$ cat src/rtl/seq_shifter.sv
// Multi-cycle barrel-free shifter: shifts up to STEP positions per clock under
// a valid/ready handshake and reports carry, zero and negative flags.
module seq_shifter #(
    parameter int WIDTH = 16,
    parameter int AMT_W = 4,
    parameter int STEP  = 1
) (
    input  logic             clk,
    input  logic             reset_n,
    input  logic             in_valid,
    output logic             in_ready,
    input  logic [WIDTH-1:0] in_data,
    input  logic [2:0]       in_op,
    input  logic [AMT_W-1:0] in_amt,
    output logic             out_valid,
    input  logic             out_ready,
    output logic [WIDTH-1:0] out_data,
    output logic             out_c,
    output logic             out_z,
    output logic             out_n
);

    typedef enum logic [1:0] {
        ST_IDLE  = 2'b00,
        ST_SHIFT = 2'b01,
        ST_DONE  = 2'b10
    } state_t;

    localparam logic [2:0] OP_LSL = 3'b001;
    localparam logic [2:0] OP_LSR = 3'b010;
    localparam logic [2:0] OP_ASR = 3'b011;
    localparam logic [2:0] OP_ROL = 3'b100;
    localparam logic [2:0] OP_ROR = 3'b101;

    localparam logic [AMT_W-1:0] STEP_C = AMT_W'(STEP);

    state_t             state_r;
    state_t             state_s;
    logic [WIDTH-1:0]   work_r;
    logic [2:0]         op_r;
    logic [AMT_W-1:0]   cnt_r;
    logic               carry_r;
    logic [WIDTH-1:0]   out_data_r;
    logic               out_c_r;
    logic               out_z_r;
    logic               out_n_r;
    logic               out_valid_r;
    logic               in_ready_r;

    logic [WIDTH-1:0]   shift_s;
    logic               carry_s;
    logic [AMT_W-1:0]   k_s;
    logic [AMT_W-1:0]   cnt_next_s;
    logic               zero_len_s;
    logic [WIDTH-1:0]   res_s;
    logic               res_c_s;
    logic               load_s;

    // One bit-position of the selected operation; returns {carry, value}.
    function automatic logic [WIDTH:0] shift_one(input logic [WIDTH-1:0] v,
                                                 input logic [2:0]       op,
                                                 input logic             c);
        logic [WIDTH:0] r;
        case (op)
            OP_LSL:  r = {v[WIDTH-1], v[WIDTH-2:0], 1'b0};
            OP_LSR:  r = {v[0], 1'b0, v[WIDTH-1:1]};
            OP_ASR:  r = {v[0], v[WIDTH-1], v[WIDTH-1:1]};
            OP_ROL:  r = {v[WIDTH-1], v[WIDTH-2:0], v[WIDTH-1]};
            OP_ROR:  r = {v[0], v[0], v[WIDTH-1:1]};
            default: r = {c, v};
        endcase
        return r;
    endfunction

    // Working-register update for one SHIFT cycle: k = min(cnt, STEP) positions.
    always_comb begin
        shift_s    = work_r;
        carry_s    = carry_r;
        k_s        = (cnt_r < STEP_C) ? cnt_r : STEP_C;
        cnt_next_s = cnt_r - k_s;
        for (int i = 0; i < STEP; i++) begin
            if (AMT_W'(i) < cnt_r) begin
                {carry_s, shift_s} = shift_one(shift_s, op_r, carry_s);
            end else begin
                shift_s = shift_s;
                carry_s = carry_s;
            end
        end
    end

    // Zero-length requests (amt 0, PASS or undefined op) bypass SHIFT.
    always_comb begin
        zero_len_s = (in_amt == {AMT_W{1'b0}}) || (in_op == 3'b000) || (in_op > OP_ROR);
    end

    // Next-state logic and the result that gets captured on entry to DONE.
    always_comb begin
        state_s = state_r;
        res_s   = shift_s;
        res_c_s = carry_s;
        case (state_r)
            ST_IDLE: begin
                res_s   = in_data;
                res_c_s = 1'b0;
                if (in_valid) begin
                    state_s = zero_len_s ? ST_DONE : ST_SHIFT;
                end else begin
                    state_s = ST_IDLE;
                end
            end
            ST_SHIFT: begin
                if (cnt_next_s == {AMT_W{1'b0}}) begin
                    state_s = ST_DONE;
                end else begin
                    state_s = ST_SHIFT;
                end
            end
            ST_DONE: begin
                if (out_ready) begin
                    state_s = ST_IDLE;
                end else begin
                    state_s = ST_DONE;
                end
            end
            default: state_s = ST_IDLE;
        endcase
        load_s = (state_r != ST_DONE) && (state_s == ST_DONE);
    end

    // State, working registers and registered outputs.
    always_ff @(posedge clk) begin
        if (!reset_n) begin
            state_r     <= ST_IDLE;
            work_r      <= {WIDTH{1'b0}};
            op_r        <= 3'b000;
            cnt_r       <= {AMT_W{1'b0}};
            carry_r     <= 1'b0;
            out_data_r  <= {WIDTH{1'b0}};
            out_c_r     <= 1'b0;
            out_z_r     <= 1'b0;
            out_n_r     <= 1'b0;
            out_valid_r <= 1'b0;
            in_ready_r  <= 1'b1;
        end else begin
            state_r <= state_s;
            case (state_r)
                ST_IDLE: begin
                    if (in_valid) begin
                        work_r  <= in_data;
                        op_r    <= in_op;
                        cnt_r   <= in_amt;
                        carry_r <= 1'b0;
                    end
                end
                ST_SHIFT: begin
                    work_r  <= shift_s;
                    cnt_r   <= cnt_next_s;
                    carry_r <= carry_s;
                end
                default: begin
                    work_r <= work_r;
                end
            endcase
            // Flags are taken from the exact value being registered as the result.
            if (load_s) begin
                out_data_r <= res_s;
                out_c_r    <= res_c_s;
                out_z_r    <= (res_s == {WIDTH{1'b0}});
                out_n_r    <= res_s[WIDTH-1];
            end
            out_valid_r <= (state_s == ST_DONE);
            in_ready_r  <= (state_s == ST_IDLE);
        end
    end

    // in_ready is held low for as long as reset_n is asserted.
    assign in_ready  = in_ready_r & reset_n;
    assign out_valid = out_valid_r;
    assign out_data  = out_data_r;
    assign out_c     = out_c_r;
    assign out_z     = out_z_r;
    assign out_n     = out_n_r;

endmodule

$ cat config.mk
export PLATFORM = sky130hd
export DESIGN_NAME = seq_shifter
export DESIGN_NICKNAME = d
export VERILOG_FILES = /design/src/rtl/seq_shifter.sv
export SDC_FILE = /design/constraint.sdc
export NUM_CORES = 1
export LEC_CHECK = 0
export ABC_AREA = 1
export BUFFER_PORTS_ARGS = -buffer_cell sky130_fd_sc_hd__buf_2
export CORE_AREA = 2 2 74 91
export CTS_CLUSTER_SIZE = 8
export DETAILED_ROUTE_END_ITERATION = 12
export DIE_AREA = 0 0 76 93
export HOLD_SLACK_MARGIN = 0.02
export PLACE_DENSITY = 0.71
export SYNTH_ARGS = -nofsm -noshare
export SYNTH_HDL_FRONTEND = slang
export SYNTH_SLANG_ARGS = --single-unit
$ cat constraint.sdc
create_clock -name clk -period 3.1 [get_ports clk]
set_clock_uncertainty 0.1 [all_clocks]
set_input_delay 0.465 -clock clk [delete_from_list [all_inputs] [get_ports clk]]
set_output_delay 0.465 -clock clk [all_outputs]
set_load 0.05 [all_outputs]
# Word level (Yosys, flattened, before mapping)
# Index checks and enable logic that the tools add are counted.
# classes
reduce_logical	12
n_bitwise	1
n_eq_ne	10
addsub	1
mux	17
n_lt_le_gt_ge	3
# op_table
op	n
17-bit one-hot mux with 5 select lines	1
16-bit two-way mux	3
16-bit one-hot mux with 2 select lines	1
16-bit logical NOT	1
4-bit logical NOT	2
2-bit two-way mux	4
4-bit two-way mux	2
4-bit one-hot mux with 2 select lines	1
3-bit by 2-bit == test with 1-bit output (second input constant)	2
3-bit == test (second input constant)	2
2-bit one-hot mux with 3 select lines	1
2-bit == test (second input constant)	2
2-bit logical NOT	2
1-bit by 4-bit less-than comparator with 1-bit output (first input constant)	1
4-bit by 1-bit less-than comparator with 1-bit output (second input constant)	1
2-bit inequality test (second input constant)	2
2-bit AND reduction	2
4-bit subtractor	1
3-bit by 1-bit == test with 1-bit output (second input constant)	1
3-bit greater-than comparator (second input constant)	1
3-bit logical NOT	1
1-bit two-way mux	3
2-bit by 1-bit == test with 1-bit output (second input constant)	1
1-bit logical OR	2
other kinds (4)	4
# word_totals
out_inout_bits	21
elab_cells	55
register_bits	47
in_bits	27

# Depth between registers and ports, before layout
# depth
word_depth	8
ltp_mapped	15

# Worst setup path before layout
# Ideal clock, no wire load.
# synth_path
path_type	reg2reg
from	register cnt_r[2]
to	register out_data_r[15] (netlist: out_data[15])
path_slack_ns	1.106
stages_incl_launch_ff	15
t_required_ns	2.884
period_less_slack_ns	1.994
t_arrival_ns	1.778
cell_sequence	dfxtp_1 > inv_1 > nand3_2 > nand2_1 > ha_1 > nor2_1 > xor2_1 > nor2_1 > nand2_1 > nand3_2 > nand2_2 > inv_2 > buf_2 > nor2_1 > nor2_1
# synth_between
elab_chain_cells	8
elab_cells_between_ends	11
classes_between	add/sub (1); order compare (2); eq/ne (1); mux (5); reduce/logical (2)
# synth_lines
element	line_no	source
start, declared	41	logic [AMT_W-1:0] cnt_r;
start signal, assigned	136	cnt_r <= {AMT_W{1'b0}};
start signal, assigned	151	cnt_r <= in_amt;
start signal, assigned	157	cnt_r <= cnt_next_s;
4-bit by 1-bit less-than comparator with 1-bit output	79	k_s = (cnt_r < STEP_C) ? cnt_r : STEP_C;
4-bit two-way mux	79	
4-bit subtractor	80	cnt_next_s = cnt_r - k_s;
4-bit logical NOT	112	if (cnt_next_s == {AMT_W{1'b0}}) begin
2-bit two-way mux	112	
2-bit one-hot mux with 3 select lines	101	case (state_r)
2-bit == test	127	load_s = (state_r != ST_DONE) && (state_s == ST_DONE);
1-bit logical AND	127	
end signal, assigned	138	out_data_r <= {WIDTH{1'b0}};
end signal, assigned	166	out_data_r <= res_s;
end, declared	43	logic [WIDTH-1:0] out_data_r;
# Parallel ways exist; a longest one is shown, timed or not.
# A chain may end at the register's enable or synchronous reset.

# Worst setup path after layout
# layout_path
from	register cnt_r[1]
to	register out_z_r (netlist: out_z)
# layout_between
elab_chain_cells	8
elab_cells_between_ends	12
classes_between	add/sub (1); order compare (2); eq/ne (1); mux (5); reduce/logical (3)
# layout_lines
element	line_no	source
4-bit by 1-bit less-than comparator with 1-bit output	79	
4-bit two-way mux	79	
4-bit subtractor	80	
4-bit logical NOT	112	
2-bit two-way mux	112	
2-bit one-hot mux with 3 select lines	101	
2-bit == test	127	
1-bit logical AND	127	
end signal, assigned	168	out_z_r <= (res_s == {WIDTH{1'b0}});
end, declared	45	logic out_z_r;
# Parallel ways exist; a longest one is shown, timed or not.

==> metrics.md <==
| Metric | Value |
|---|---|
| Critical Path End | `out_z` |
| Type of the tightest min-delay check | `input pin to register` |
| Maximum VDD drop | `0.333 mV` |
| Min cycle time layout | `2.47 ns` |
| Post-CTS Hold Buffers | `0` |
| Post-synthesis cell type count | `34` |
| # clock sinks | `46` |
| Largest net degree at the start of global routing | `25` |
| Syn-to-layout area delta | `13.8%` |
| Sequential share of power | `0.375` |
| Net Switching | `914 µW` |
| Port Buf Inserts | `47` |
| FP Rows | `32` |
| DRC viols | `0` |
| Number of synthesized register bits | `46` |
| Comb pwr share | `0.438` |
| Fin Hold WS | `0.331 ns` |
| Clock slew seen by the registers of the worst setup and hold paths | `0.09 ns` |
| Post-DRT Antenna Nets | `0` |
| Grt total ovfl | `0` |
| H-tree levels | `2` |
| Worst R2R End | `out_z` |
| Pre-CTS WS | `0.650 ns` |
| Unrepaired setup endpoints after global routing | `false` |
| Cell area after synthesis | `2590 µm²` |
| Synth warnings | `0` |
| Power Density | `679 nW/µm²` |
| Fin area | `2950 µm²` |
| Worst r2r src | `cnt_r[1]` |
| Period utilisation layout | `0.797` |
| Syn Nets | `433` |
| Die area | `7070 µm²` |
| Post-CTS setup buffer count | `0` |
| Relative slew slack | `0.417` |
| WL/cell | `13.4 µm` |
| Root Buffer | `clkbuf_8` |
| DP Area | `2860 µm²` |
| Worst r2r path cells | `15` |
| Synth Instances | `404` |
| Initial antenna violation count | `0` |
| Final WS setup | `0.628 ns` |
| CP Launch Type | `register` |
| Max_cap viols | `0` |
| Status | `finished clean` |
| Post-detail-place hpwl | `4990 µm` |
| Final WL | `7070 µm` |
| Die span in x | `76 µm` |
| # setup viols final | `0` |
| Initial core utilization | `0.418` |
| Total track usage | `0.209` |
| Critical path data arrival time | `2.60 ns` |
| Yosys top cell by area | `dfxtp_1` |
| Post-CTS sizing | `0` |
| Pwr Total | `2000 µW` |
| Top cell type's share of synthesized area | `0.355` |
| Fill cells | `673` |
| Vias in the first global route | `2,634` |
| Worst Setup End Kind | `register` |
| Fin Setup TNS | `0 ns` |
| Fin. Hold Viols | `0` |
| Hold Crit Depth | `3` |
| # IOs | `48` |
| Max-slew violations | `0` |
| First-pass GRT wire length | `12,000 µm` |
| Global placer's final weighted congestion | `0.838` |
| Core box area | `6210 µm²` |
| Via density per instance | `5.22` |
| FF-to-FF setup slack | `0.63 ns` |
| Internal power | `1090 µW` |
| Area contributors post-synth | `dfxtp_1 (36%), nand2_1 (17%), nand3_1 (8.5%)` |
| Worst Setup Path Type | `register to register` |
| Max FO, Critical Path | `19` |
| Seq/Total Area, Yosys | `0.355` |
| Layout cells sized above 1 | `0.185` |
| Clk pwr share | `0.187` |
| CP Launch Point | `cnt_r[1]` |
| CTS tree | `built` |
| Num CTS Buffers | `5` |
| Vias | `2,760` |
| Drt initial violations | `269` |
| Diodes inserted | `0` |
| Worst EP required | `3.23 ns` |
| Worst slew pin tran | `0.873 ns` |
| DR pass1 iterations | `4` |
| CTS max path bufs | `2` |
| Sw frac | `0.456` |
| Layout Nets | `472` |
| Fmax | `0.405 GHz` |
| Later-pin clock latency in the skew report | `0.31 ns` |
| Die extent in y | `93 µm` |
| Synth Area per Inst | `6.41 µm²` |
| Leakage | `0.00136 µW` |
==> power groups by stage <==
stage | clock [µW] | combinational [µW] | sequential [µW]
after global placement | 0 | 858 | 761
final | 375 | 876 | 751
after global routing | 396 | 985 | 761
after floorplan | 0 | 555 | 890
after detailed placement | 0 | 871 | 764
after CTS | 386 | 873 | 751
==> synth_stat cells <==
cell / number
a2111oi_0: 1
a211oi_1: 2
a21oi_1: 13
a221oi_1: 6
a31oi_1: 11
buf_1: 1
buf_2: 6
buf_4: 2
buf_6: 2
clkbuf_1: 8
dfxtp_1: 46
ha_1: 2
inv_1: 30
inv_2: 6
inv_4: 1
nand2_1: 120
nand2_2: 5
nand2_4: 1
nand3_1: 44
nand3_2: 3
nand3b_1: 1
nand4_1: 1
nor2_1: 47
nor2_2: 2
nor2_4: 1
nor3_1: 4
o211a_1: 1
o21a_1: 1
o21ai_0: 26
o21ai_1: 2
o21ai_2: 2
o22ai_1: 2
or2_2: 3
xor2_1: 1
==> cell type report <==
cell class / count / area [µm²] / share of cell area
Clock buffer: 6 / 72.6 / 0.0246
Clock inverter: 2 / 13.8 / 0.00467
Inverter: 37 / 141 / 0.0480
Multi-Input combinational cell: 302 / 1430 / 0.484
Sequential cell: 46 / 921 / 0.312
Tap cell: 85 / 106 / 0.0361
Timing Repair Buffer: 51 / 265 / 0.0900
==> worst max-delay path, cell delays in order (launching register included) <==
cell	delay (ns)
dfxtp_1	0.34
nor2_1	0.15
nand3_2	0.14
nand2_1	0.12
ha_1	0.15
nor2_1	0.05
xor2_1	0.16
nor2_1	0.10
nand2_1	0.07
nand3_2	0.10
nand2_2	0.16
inv_2	0.29
nand2_1	0.11
nor2_1	0.12
nand3_1	0.09
a21oi_1	0.13
==> sequential cells by signal, indices dropped and copies added, names as in the netlist <==
register / count
out_data: 16
work_r: 16
cnt_r: 4
op_r: 3
state_r: 2
carry_r: 1
in_ready_r: 1
out_c: 1
out_valid: 1
out_z: 1
==> worst min-delay path by stage <==
stage                start          to  slack [ns]
2_1_floorplan      carry_r     carry_r        0.34
3_3_place_gp       carry_r     carry_r        0.35
3_5_place_dp       carry_r     carry_r        0.36
4_1_cts        in_data[14]  work_r[14]        0.33
5_1_grt         in_data[7]   work_r[7]        0.34
6_report         in_amt[1]    cnt_r[1]        0.33
==> through the flow <==
step                std cells  utilization
floorplan                 404            -
global placement          521        0.461
detailed placement        521        0.461
CTS                       529        0.475
global route              529        0.475
finish                    529        0.475
==> cell families after synthesis <==
group / share of synthesized area
flip-flops: 0.355
buffers and inverters: 0.0937
AO/OA/AOI/OAI: 0.154
adder cells (fa/ha/maj): 0.00966
XOR/XNOR: 0.00338
AND/OR/NAND/NOR: 0.384
==> metal layers <==
metal / vias to the layer above / wire (µm) / global-route usage
li1: 1397 / - / -
met3: 21 / 425 / 0.0347
met2: 80 / 3490 / 0.379
met1: 1262 / 2890 / 0.238
met5: - / 0 / 0
met4: 0 / 263 / 0.100
==> placed cells by master (no fill, tap or decap), types with 2 or more instances in the layout <==
cell      Yosys  routed
nand2_1     120     120
nor2_1       47      47
buf_2         6      47
dfxtp_1      46      46
nand3_1      44      44
inv_1        30      30
o21ai_0      26      26
a21oi_1      13      13
a31oi_1      11      11
inv_2         6       6
a221oi_1      6       6
nand2_2       5       5
clkbuf_8      0       5
nor3_1        4       4
buf_4         2       4
nand3_2       3       3
or2_2         3       3
nor2_2        2       2
o21ai_2       2       2
o21ai_1       2       2
o22ai_1       2       2
a211oi_1      2       2
ha_1          2       2
Power figures use the tool's default switching activity.
